===== src/rtl/memory_arbiter_if.sv =====
// rtl/memory_arbiter_if.sv - requester-side and memory-side bus bundle for memory_arbiter
interface memory_arbiter_if #(
    parameter int NUM_PORTS     = 2,
    parameter int ADDRESS_WIDTH = 32,
    parameter int DATA_WIDTH    = 32
);
    logic [NUM_PORTS-1:0]               port_memory_enable;
    logic [NUM_PORTS-1:0]               port_memory_command;
    logic [NUM_PORTS*ADDRESS_WIDTH-1:0] port_read_memory_address;
    logic [NUM_PORTS*ADDRESS_WIDTH-1:0] port_write_memory_address;
    logic [NUM_PORTS*DATA_WIDTH-1:0]    port_write_memory_data;
    logic [NUM_PORTS*DATA_WIDTH-1:0]    port_write_memory_mask;
    logic [NUM_PORTS-1:0]               port_memory_ready;
    logic [NUM_PORTS-1:0]               port_memory_valid;
    logic [DATA_WIDTH-1:0]              port_read_memory_data;

    logic                               memory_ready;
    logic                               memory_valid;
    logic [DATA_WIDTH-1:0]              read_memory_data;
    logic                               memory_enable;
    logic                               memory_command;
    logic [ADDRESS_WIDTH-1:0]           read_memory_address;
    logic [ADDRESS_WIDTH-1:0]           write_memory_address;
    logic [DATA_WIDTH-1:0]              write_memory_data;
    logic [DATA_WIDTH-1:0]              write_memory_mask;

    modport slave (
        input  port_memory_enable, port_memory_command, port_read_memory_address,
               port_write_memory_address, port_write_memory_data, port_write_memory_mask,
        output port_memory_ready, port_memory_valid, port_read_memory_data,
        input  memory_ready, memory_valid, read_memory_data,
        output memory_enable, memory_command, read_memory_address,
               write_memory_address, write_memory_data, write_memory_mask
    );

    modport master (
        output port_memory_enable, port_memory_command, port_read_memory_address,
               port_write_memory_address, port_write_memory_data, port_write_memory_mask,
        input  port_memory_ready, port_memory_valid, port_read_memory_data,
        output memory_ready, memory_valid, read_memory_data,
        input  memory_enable, memory_command, read_memory_address,
               write_memory_address, write_memory_data, write_memory_mask
    );
endinterface


===== src/rtl/memory_arbiter.sv =====
// rtl/memory_arbiter.sv - round-robin arbiter sharing one memory port among NUM_PORTS requesters
module memory_arbiter #(
    parameter int NUM_PORTS     = 2,
    parameter int ADDRESS_WIDTH = 32,
    parameter int DATA_WIDTH    = 32,
    parameter int GRANT_WIDTH   = $clog2(NUM_PORTS)
) (
    input  logic                   clk,
    input  logic                   reset,
    memory_arbiter_if.slave        bus,
    output logic [GRANT_WIDTH-1:0] debug_grant,
    output logic [1:0]             debug_state
);
    typedef enum logic [1:0] {
        IDLE      = 2'd0,
        LOCKED    = 2'd1,
        READ_WAIT = 2'd2
    } state_t;

    state_t                 state, state_next;
    logic [GRANT_WIDTH-1:0] last_q, last_next, owner_q, owner_next;
    logic [GRANT_WIDTH-1:0] winner, sel, cand_idx;
    logic                   found, active;

    logic [ADDRESS_WIDTH-1:0] ra_arr [NUM_PORTS];
    logic [ADDRESS_WIDTH-1:0] wa_arr [NUM_PORTS];
    logic [DATA_WIDTH-1:0]    wd_arr [NUM_PORTS];
    logic [DATA_WIDTH-1:0]    wm_arr [NUM_PORTS];

    for (genvar i = 0; i < NUM_PORTS; i++) begin : g_unpack
        assign ra_arr[i] = bus.port_read_memory_address[i*ADDRESS_WIDTH +: ADDRESS_WIDTH];
        assign wa_arr[i] = bus.port_write_memory_address[i*ADDRESS_WIDTH +: ADDRESS_WIDTH];
        assign wd_arr[i] = bus.port_write_memory_data[i*DATA_WIDTH +: DATA_WIDTH];
        assign wm_arr[i] = bus.port_write_memory_mask[i*DATA_WIDTH +: DATA_WIDTH];
    end

    // Scan from lowest to highest priority so the last hit is the port right after last_q.
    always_comb begin
        winner   = last_q;
        found    = 1'b0;
        cand_idx = '0;
        for (int k = NUM_PORTS; k >= 1; k--) begin
            cand_idx = GRANT_WIDTH'((int'(last_q) + k) % NUM_PORTS);
            if (bus.port_memory_enable[cand_idx]) begin
                winner = cand_idx;
                found  = 1'b1;
            end
        end
    end

    always_comb begin
        sel    = (state == IDLE) ? winner : owner_q;
        active = 1'b0;
        if (reset) begin
            if (state == IDLE)        active = found;
            else if (state == LOCKED) active = bus.port_memory_enable[sel];
        end

        bus.memory_enable        = active;
        bus.memory_command       = 1'b0;
        bus.read_memory_address  = '0;
        bus.write_memory_address = '0;
        bus.write_memory_data    = '0;
        bus.write_memory_mask    = '0;
        bus.port_memory_ready    = '0;
        if (active) begin
            bus.memory_command       = bus.port_memory_command[sel];
            bus.read_memory_address  = ra_arr[sel];
            bus.write_memory_address = wa_arr[sel];
            bus.write_memory_data    = wd_arr[sel];
            bus.write_memory_mask    = wm_arr[sel];
            if (bus.memory_ready) bus.port_memory_ready = NUM_PORTS'(1) << sel;
        end

        bus.port_memory_valid = '0;
        if (reset && state == READ_WAIT && bus.memory_valid)
            bus.port_memory_valid = NUM_PORTS'(1) << owner_q;
        bus.port_read_memory_data = bus.read_memory_data;

        debug_grant = sel;
        debug_state = state;
    end

    always_comb begin
        state_next = state;
        last_next  = last_q;
        owner_next = owner_q;
        case (state)
            IDLE: begin
                if (found) begin
                    owner_next = winner;
                    if (!bus.memory_ready)                    state_next = LOCKED;
                    else if (bus.port_memory_command[winner]) last_next  = winner;
                    else                                      state_next = READ_WAIT;
                end
            end
            LOCKED: begin
                if (!bus.port_memory_enable[owner_q]) begin
                    state_next = IDLE;
                    last_next  = owner_q;
                end else if (bus.memory_ready) begin
                    if (bus.port_memory_command[owner_q]) begin
                        state_next = IDLE;
                        last_next  = owner_q;
                    end else begin
                        state_next = READ_WAIT;
                    end
                end
            end
            READ_WAIT: begin
                if (bus.memory_valid) begin
                    state_next = IDLE;
                    last_next  = owner_q;
                end
            end
            default: state_next = IDLE;
        endcase
    end

    always_ff @(posedge clk) begin
        if (!reset) begin
            state   <= IDLE;
            last_q  <= GRANT_WIDTH'(NUM_PORTS - 1);
            owner_q <= '0;
        end else begin
            state   <= state_next;
            last_q  <= last_next;
            owner_q <= owner_next;
        end
    end
endmodule


===== src/flat_wrapper.sv =====
// flat-port wrapper written by rule: the top's interface ports become plain ports
module memory_arbiter_flat 
#(
    parameter int NUM_PORTS     = 2,
    parameter int ADDRESS_WIDTH = 32,
    parameter int DATA_WIDTH    = 32,
    parameter int GRANT_WIDTH   = $clog2(NUM_PORTS)
)
  (clk, reset, debug_grant, debug_state, bus_port_memory_enable, bus_port_memory_command, bus_port_read_memory_address, bus_port_write_memory_address, bus_port_write_memory_data, bus_port_write_memory_mask, bus_port_memory_ready, bus_port_memory_valid, bus_port_read_memory_data, bus_memory_ready, bus_memory_valid, bus_read_memory_data, bus_memory_enable, bus_memory_command, bus_read_memory_address, bus_write_memory_address, bus_write_memory_data, bus_write_memory_mask);
  memory_arbiter_if #(.NUM_PORTS(NUM_PORTS), .ADDRESS_WIDTH(ADDRESS_WIDTH), .DATA_WIDTH(DATA_WIDTH)) bus_i ();
  input  logic clk;
  input  logic reset;
  output logic [GRANT_WIDTH-1:0] debug_grant;
  output logic [1:0] debug_state;
  input wire logic [$bits(bus_i.port_memory_enable)-1:0] bus_port_memory_enable;
  input wire logic [$bits(bus_i.port_memory_command)-1:0] bus_port_memory_command;
  input wire logic [$bits(bus_i.port_read_memory_address)-1:0] bus_port_read_memory_address;
  input wire logic [$bits(bus_i.port_write_memory_address)-1:0] bus_port_write_memory_address;
  input wire logic [$bits(bus_i.port_write_memory_data)-1:0] bus_port_write_memory_data;
  input wire logic [$bits(bus_i.port_write_memory_mask)-1:0] bus_port_write_memory_mask;
  output wire logic [$bits(bus_i.port_memory_ready)-1:0] bus_port_memory_ready;
  output wire logic [$bits(bus_i.port_memory_valid)-1:0] bus_port_memory_valid;
  output wire logic [$bits(bus_i.port_read_memory_data)-1:0] bus_port_read_memory_data;
  input wire logic [$bits(bus_i.memory_ready)-1:0] bus_memory_ready;
  input wire logic [$bits(bus_i.memory_valid)-1:0] bus_memory_valid;
  input wire logic [$bits(bus_i.read_memory_data)-1:0] bus_read_memory_data;
  output wire logic [$bits(bus_i.memory_enable)-1:0] bus_memory_enable;
  output wire logic [$bits(bus_i.memory_command)-1:0] bus_memory_command;
  output wire logic [$bits(bus_i.read_memory_address)-1:0] bus_read_memory_address;
  output wire logic [$bits(bus_i.write_memory_address)-1:0] bus_write_memory_address;
  output wire logic [$bits(bus_i.write_memory_data)-1:0] bus_write_memory_data;
  output wire logic [$bits(bus_i.write_memory_mask)-1:0] bus_write_memory_mask;
  assign bus_i.port_memory_enable = bus_port_memory_enable;
  assign bus_i.port_memory_command = bus_port_memory_command;
  assign bus_i.port_read_memory_address = bus_port_read_memory_address;
  assign bus_i.port_write_memory_address = bus_port_write_memory_address;
  assign bus_i.port_write_memory_data = bus_port_write_memory_data;
  assign bus_i.port_write_memory_mask = bus_port_write_memory_mask;
  assign bus_port_memory_ready = bus_i.port_memory_ready;
  assign bus_port_memory_valid = bus_i.port_memory_valid;
  assign bus_port_read_memory_data = bus_i.port_read_memory_data;
  assign bus_i.memory_ready = bus_memory_ready;
  assign bus_i.memory_valid = bus_memory_valid;
  assign bus_i.read_memory_data = bus_read_memory_data;
  assign bus_memory_enable = bus_i.memory_enable;
  assign bus_memory_command = bus_i.memory_command;
  assign bus_read_memory_address = bus_i.read_memory_address;
  assign bus_write_memory_address = bus_i.write_memory_address;
  assign bus_write_memory_data = bus_i.write_memory_data;
  assign bus_write_memory_mask = bus_i.write_memory_mask;
  memory_arbiter #(.NUM_PORTS(NUM_PORTS), .ADDRESS_WIDTH(ADDRESS_WIDTH), .DATA_WIDTH(DATA_WIDTH), .GRANT_WIDTH(GRANT_WIDTH)) u_core (.clk(clk), .reset(reset), .bus(bus_i), .debug_grant(debug_grant), .debug_state(debug_state));
endmodule

===== config.mk =====
export PLATFORM = sky130hd
export DESIGN_NAME = memory_arbiter_flat
export DESIGN_NICKNAME = d
export VERILOG_FILES = /design/src/rtl/memory_arbiter_if.sv /design/src/rtl/memory_arbiter.sv /design/src/flat_wrapper.sv
export SDC_FILE = /design/constraint.sdc
export NUM_CORES = 1
export LEC_CHECK = 0
export CORE_AREA = 2 2 180 182
export CTS_BUF_LIST = sky130_fd_sc_hd__clkbuf_4
export DETAILED_ROUTE_END_ITERATION = 7
export DIE_AREA = 0 0 182 184
export GPL_TIMING_DRIVEN = 1
export HOLD_SLACK_MARGIN = 0.12
export PLACE_DENSITY = 0.37
export SETUP_SLACK_MARGIN = 0.3
export SLEW_MARGIN = 0
export SYNTH_ARGS = -nofsm -noshare
export SYNTH_HDL_FRONTEND = slang
export SYNTH_SLANG_ARGS = --single-unit

===== constraint.sdc =====
create_clock -name clk -period 2.15 [get_ports clk]
set_clock_uncertainty 0.05 [all_clocks]
set_input_delay 0.3225 -clock clk [delete_from_list [all_inputs] [get_ports clk]]
set_output_delay 0.3225 -clock clk [all_outputs]
set_load 0.03 [all_outputs]

# Word level (Yosys, flattened, before mapping)
# Cells that the tools add are included.
[word_totals]
wordCells = 88
out_inout_bits = 169
input_bits = 296
register_bits = 4
[op_classes]
n_addsub = 2
n_eq_ne = 9
n_mux = 58
shift = 2
reduce_logical = 7
n_bitwise = 1
order_cmp = 6
[ops]
columns = ["op", "n"]
rows = [
  ["$mux 32", 16],
  ["$mux 1", 30],
  ["$mux 2", 10],
  ["$lt 1x2->1 const B", 5],
  ["$ne 3x3->1 const B", 3],
  ["$reduce_and 7->1", 1],
  ["$ne 2x2->1 const B", 3],
  ["$pmux 2 s3", 1],
  ["$reduce_and 4->1", 1],
  ["$shl 1x1->2 const A", 2],
  ["$pmux 1 s3", 1],
  ["$reduce_bool 3->1", 1],
  ["$add 1x1->1 const B", 2],
  ["$eq 2x1->1 const B", 1],
  ["$eq 2x2->1 const B", 1],
  ["$ge 2x2->1 const B", 1],
  ["$logic_and 1x1->1", 2],
  ["$logic_not 2->1", 1],
  ["$ne 2x1->1 const B", 1],
  ["$not 1->2", 1],
  ["$reduce_and 2->1", 1],
]

# Logic depth before layout (Yosys ltp)
# Gate-level depths: netlist (run 1).
[depth]
ltp_word = 12
ltp_mapped = 10

# Worst setup path before layout (run 1)
# OpenSTA, ideal clock, no wires.
[synth_path]
path_type = "reg-to-output"
start = "register u_core.state[0], in the netlist u_core.debug_state[0]"
end = "output port bus_write_memory_mask[23]"
required_ns = 1.778
n_path_buf = 2
slack_ns = -0.598
arrival_time_ns = 2.376
stages_incl_launch_ff = 9
path_cell_list = "dfxtp_1 inv_1 ha_1 clkbuf_1 mux2i_1 inv_2 clkbuf_1 nand2_1 a21oi_1"
[synth_via]
elab_chain_len = 8
elab_cells_between_ends = 13
cone_classes = "1 x eq/ne; 10 x mux; 1 x bitwise; 1 x reduce/logical"
[synth_lines]
columns = ["element", "line", "text"]
rows = [
  ["from (decl)", "memory_arbiter.sv:20", "state_t state, state_next;"],
  ["from (signal assigned)", "memory_arbiter.sv:126", "state <= state_next;"],
  ["$logic_not 2->1 *", "memory_arbiter.sv:52", "sel = (state == IDLE) ? winner : owner_q;"],
  ["$mux 1 *", "memory_arbiter.sv:52", ""],
  ["named net debug_grant", "flat_wrapper.sv:13", "output logic [GRANT_WIDTH-1:0] debug_grant;"],
  ["$mux 1 (not written as such) (2 in series)", "memory_arbiter.sv:56", "else if (state == LOCKED) active = bus.port_memory_enable[sel];"],
  ["$mux 1", "memory_arbiter.sv:56", ""],
  ["$mux 1", "memory_arbiter.sv:55", "if (state == IDLE) active = found;"],
  ["$mux 1", "memory_arbiter.sv:54", "if (reset) begin"],
  ["$mux 32 *", "memory_arbiter.sv:66", "if (active) begin"],
  ["to (decl)", "flat_wrapper.sv:32", "output wire logic [$bits(bus_i.write_memory_mask)-1:0] bus_write_memory_mask;"],
]
# The timed path passes the listed nets; every way through them passes the cells marked *. The select of a mux whose other input is x is not followed.

# Final worst setup path (run 1)
[layout_path]
start = "register u_core.state[1], in the netlist u_core.debug_state[1]"
end = "output port bus_write_memory_mask[13]"
[layout_via]
elab_chain_len = 8
elab_cells_between_ends = 13
cone_classes = "1 x eq/ne; 10 x mux; 1 x bitwise; 1 x reduce/logical"
[layout_lines]
columns = ["element", "line"]
rows = [
  ["$logic_not 2->1", "memory_arbiter.sv:52, memory_arbiter.sv:55"],
  ["$mux 1", "memory_arbiter.sv:52"],
  ["$mux 1 (not written as such) (2 in series)", "memory_arbiter.sv:56"],
  ["$mux 1", "memory_arbiter.sv:56"],
  ["$mux 1", "memory_arbiter.sv:55"],
  ["$mux 1", "memory_arbiter.sv:54"],
  ["$mux 32 *", "memory_arbiter.sv:66"],
]
# Mark *: on every way between the ends. The rest lies on a longest branch, timed or not. The select of a mux whose other input is x is not followed.

==> results of run 1 <==
==> final cells by class <==
class / count / share of cell area [%]
clock buffers: 4 / 0.283
inverters: 9 / 0.555
multi-input cells: 430 / 36.8
flip-flops and latches: 4 / 0.839
well taps: 402 / 4.75
repair buffers: 511 / 56.8
==> kinds of logic after synthesis <==
kind of cell	after synthesis
AOI/OAI and AO/OA	144
adders and majority gates	3
buffers and inverters	84
muxes	3
DFF	4
and+or+nand+nor	280
==> layer usage <==
| layer | vias to the layer above | global-route usage (%) | part of all wire (%) |
|---|---|---|---|
| met4 | 0 | 1.48 | 1.2 |
| met3 | 18 | 3.21 | 8.4 |
| met1 | 2298 | 13.0 | 36 |
| met2 | 247 | 24.1 | 55 |
| li1 | 2537 | - | - |
| met5 | - | 0 | 0 |
==> what timing repair did <==
| item | 4_1_cts | 5_1_grt |
|---|---|---|
| resized for setup | 327 | 83 |
| endpoints found under the setup margin | 136 | 136 |
| pin swaps | 88 | 33 |
| buffers inserted | 21 | 2 |
| cloned | 13 | 3 |
==> registers in the layout, indices dropped and copies added, names as in the netlist <==
| name | count |
|---|---|
| u_core.last_q | 1 |
| u_core.owner_q | 1 |
| u_core.debug_state | 2 |
==> worst paths after layout <==
path	slack [ns]	cells after the start	start	to
max reg2reg	0.32	6	u_core.owner_q$_SDFFE_PN0P_	u_core.debug_state[1]$_SDFFE_PN0P_
max	-0.21	10	u_core.debug_state[1]$_SDFFE_PN0P_	bus_write_memory_mask[13]
min reg2reg	0.59	2	u_core.debug_state[1]$_SDFFE_PN0P_	u_core.debug_state[1]$_SDFFE_PN0P_
min	0.59	2	u_core.debug_state[1]$_SDFFE_PN0P_	u_core.debug_state[1]$_SDFFE_PN0P_
==> Yosys cell counts, drive strengths merged <==
library cell | n | area share, %
clkbuf | 18 | 2.8
mux2 | 2 | 1.1
a21boi | 2 | 0.61
o211a | 1 | 0.41
nor2 | 5 | 0.77
buf | 57 | 15
a22oi | 1 | 0.31
o21ai | 2 | 0.41
ha | 3 | 1.5
nor4 | 1 | 0.26
or3b | 1 | 0.36
dfxtp | 4 | 3.3
a32o | 1 | 0.41
o211ai | 2 | 0.61
inv | 9 | 1.4
o22ai | 1 | 0.26
or3 | 1 | 0.26
nand3 | 2 | 0.41
a21o | 1 | 0.31
nand2b | 1 | 0.26
nand3b | 1 | 0.31
nand2 | 265 | 41
and2 | 2 | 0.51
a21oi | 132 | 27
mux2i | 1 | 0.41
nor2b | 1 | 0.26
a221oi | 1 | 0.36
==> power groups by stage <==
stage          registers, mW  clock network (mW)  logic (mW)
5_1_grt                0.119               0.131        9.62
4_1_cts                0.116               0.124        8.76
6_report               0.115               0.121        9.11
3_5_place_dp           0.112                   0        6.51
2_1_floorplan          0.134                   0        3.78
3_3_place_gp           0.113                   0        6.53
==> critical path, cell delays in order (launching register included) <==
cell and delay [ns]:
dfxtp_4 0.35, inv_4 0.06, ha_4 0.17, mux2i_4 0.25, buf_12 0.17, buf_12 0.16, buf_6 0.11, buf_6 0.10
nand2_2 0.06, a21oi_4 0.15, buf_6 0.15
==> layout by cell type (no fill, tap or decap), types with 2 or more instances in the layout <==
master / count
nand3_1: 2
buf_16: 14
nand2_2: 60
nand2_4: 75
and2_1: 2
nor2_4: 2
a21oi_4: 100
buf_8: 8
inv_4: 2
inv_1: 5
o21ai_2: 2
dfxtp_4: 2
buf_6: 130
clkbuf_16: 3
nand2_1: 130
o211ai_1: 2
bufbuf_16: 2
buf_12: 47
clkbuf_4: 4
nor2_1: 3
a21oi_2: 22
buf_4: 42
a21oi_1: 10
clkdlybuf4s50_1: 263
==> flow_summary.yaml, run 1 <==
status:
  status: "finished, violations left"
  violations: "setup timing"
pwr:
  cellInternalPower_mw: 4.70
  powerDensity_nw_per_um2: 882
  p_seq_share_pct: 1.2
  swShare_pct: 49.7
  p_clk_share_pct: 1.3
  power_mw: 9.34
  ir_drop_v: 0.000297
  p_leak_nw: 4.25
  p_switching_mw: 4.64
  comb_power_share_pct: 97.5
timing:
  max_freq_ghz: 0.424
  grt_setup_unrepaired: "true"
  period_minus_slack_ns: 2.36
  tns_ns: -20.64
  slew_headroom_pct: 76.5
  holdWs_ns: 0.590
  setup_viol: 132
  drv_slew: 0
  period_share_pct: 110
  worst_slew_pin_slew_ns: 0.349
  finalHoldViolations: 0
  timing.final.ws_setup_ns: -0.209
detailed_routing:
  post_drt_wl_per_cell_um: 16.4
  dr.pass1.iters: 4
  vias: 5100
  wl_um: 22200
  viasPerCell: 3.75
  drtAntennaViolNets: 0
  dr.first_iter.drc_count: 68
  drc: 0
layout:
  final_area_um2: 10600
  layout.nets: 1258
  layoutNonFillerInstCount: 1360
  final_core_util_pct: 33.7
  n_fill_cell: 3205
  multi_input_area_um2: 3900
  regArea_um2: 88.8
  drive_above_1_share_pct: 55.0
  syn2layout_area_growth_pct: 333
  antennaDiodeCount: 0
clock_tree:
  clock_latency_ns: 0.24
  cts_tree: "done"
  htree_num_levels: 1
  clk_pin_slew_ns: 0.05
  clock_sinks: 4
  root_buffer: "clkbuf_4"
  cts_hold_buffers: 0
  cts_max_path_buffers: 2
  numCtsBuffers: 3
synthesis:
  syn_avg_cell_area_um2: 4.72
  synth_mux_area_share_pct: 1.48
  syn-num-nets: 817
  yosysWarnings: 0
  synth_xor_area_share_pct: 0
  syn_inst: 518
  synth-simple-area-share_pct: 44.1
  netlist-cell-type-count: 32
  syn_area_um2: 2440
  synth_seq_cells: 4
  synth_compound_area_share_pct: 30.7
  seq_area_frac_synth_pct: 3.28
  synth_fa_ha_area_share_pct: 1.54
  synth_top_family_by_area: "simple AND/OR/NAND/NOR gates"
setup_path:
  worst-setup-path-type: "register to output port"
  startpoint_type: "register"
  required_ns: 1.78
  cp_max_fo: 7
  worstPathArrival_ns: 1.99
  endpoint_kind: "output port"
floorplan:
  rows: 65
  fp.dieH_um: 184
  die_area_um2: 33500
  core_region_area_um2: 31400
  die_x_um: 182
  start_util_pct: 7.79
  ios: 465
run:
  drv_cap: 0
global_routing:
  grt.overflow.total: 0
  first_global_vias: 5527
  antenna_found_initial: 0
  grt_first_pass_wirelength_um: 31900
  track_usage_pct: 12.1
  grt_max_degree: 20
place:
  gp_congestion: 0.780
  dp_slack_ns: -0.439
  dp.cells: 1317
  post-dp-hpwl_um: 17300
  placed_cell_area_um2: 8380
  io_buffers: 400
worst_hold_path:
  worstHoldPathType: "register to register"
Power figures use the tool's default switching activity.
==> inputs of run 2 (changes only) <==
--- a/config.mk
+++ b/config.mk
@@ -7,6 +7,7 @@
 export LEC_CHECK = 0
 export CORE_AREA = 2 2 180 182
 export CTS_BUF_LIST = sky130_fd_sc_hd__clkbuf_4
+export CTS_CLUSTER_SIZE = 10
 export DETAILED_ROUTE_END_ITERATION = 7
 export DIE_AREA = 0 0 182 184
 export GPL_TIMING_DRIVEN = 1
==> results of run 2 <==
The final DEF is identical to that of run 1; final timing and power are the same.
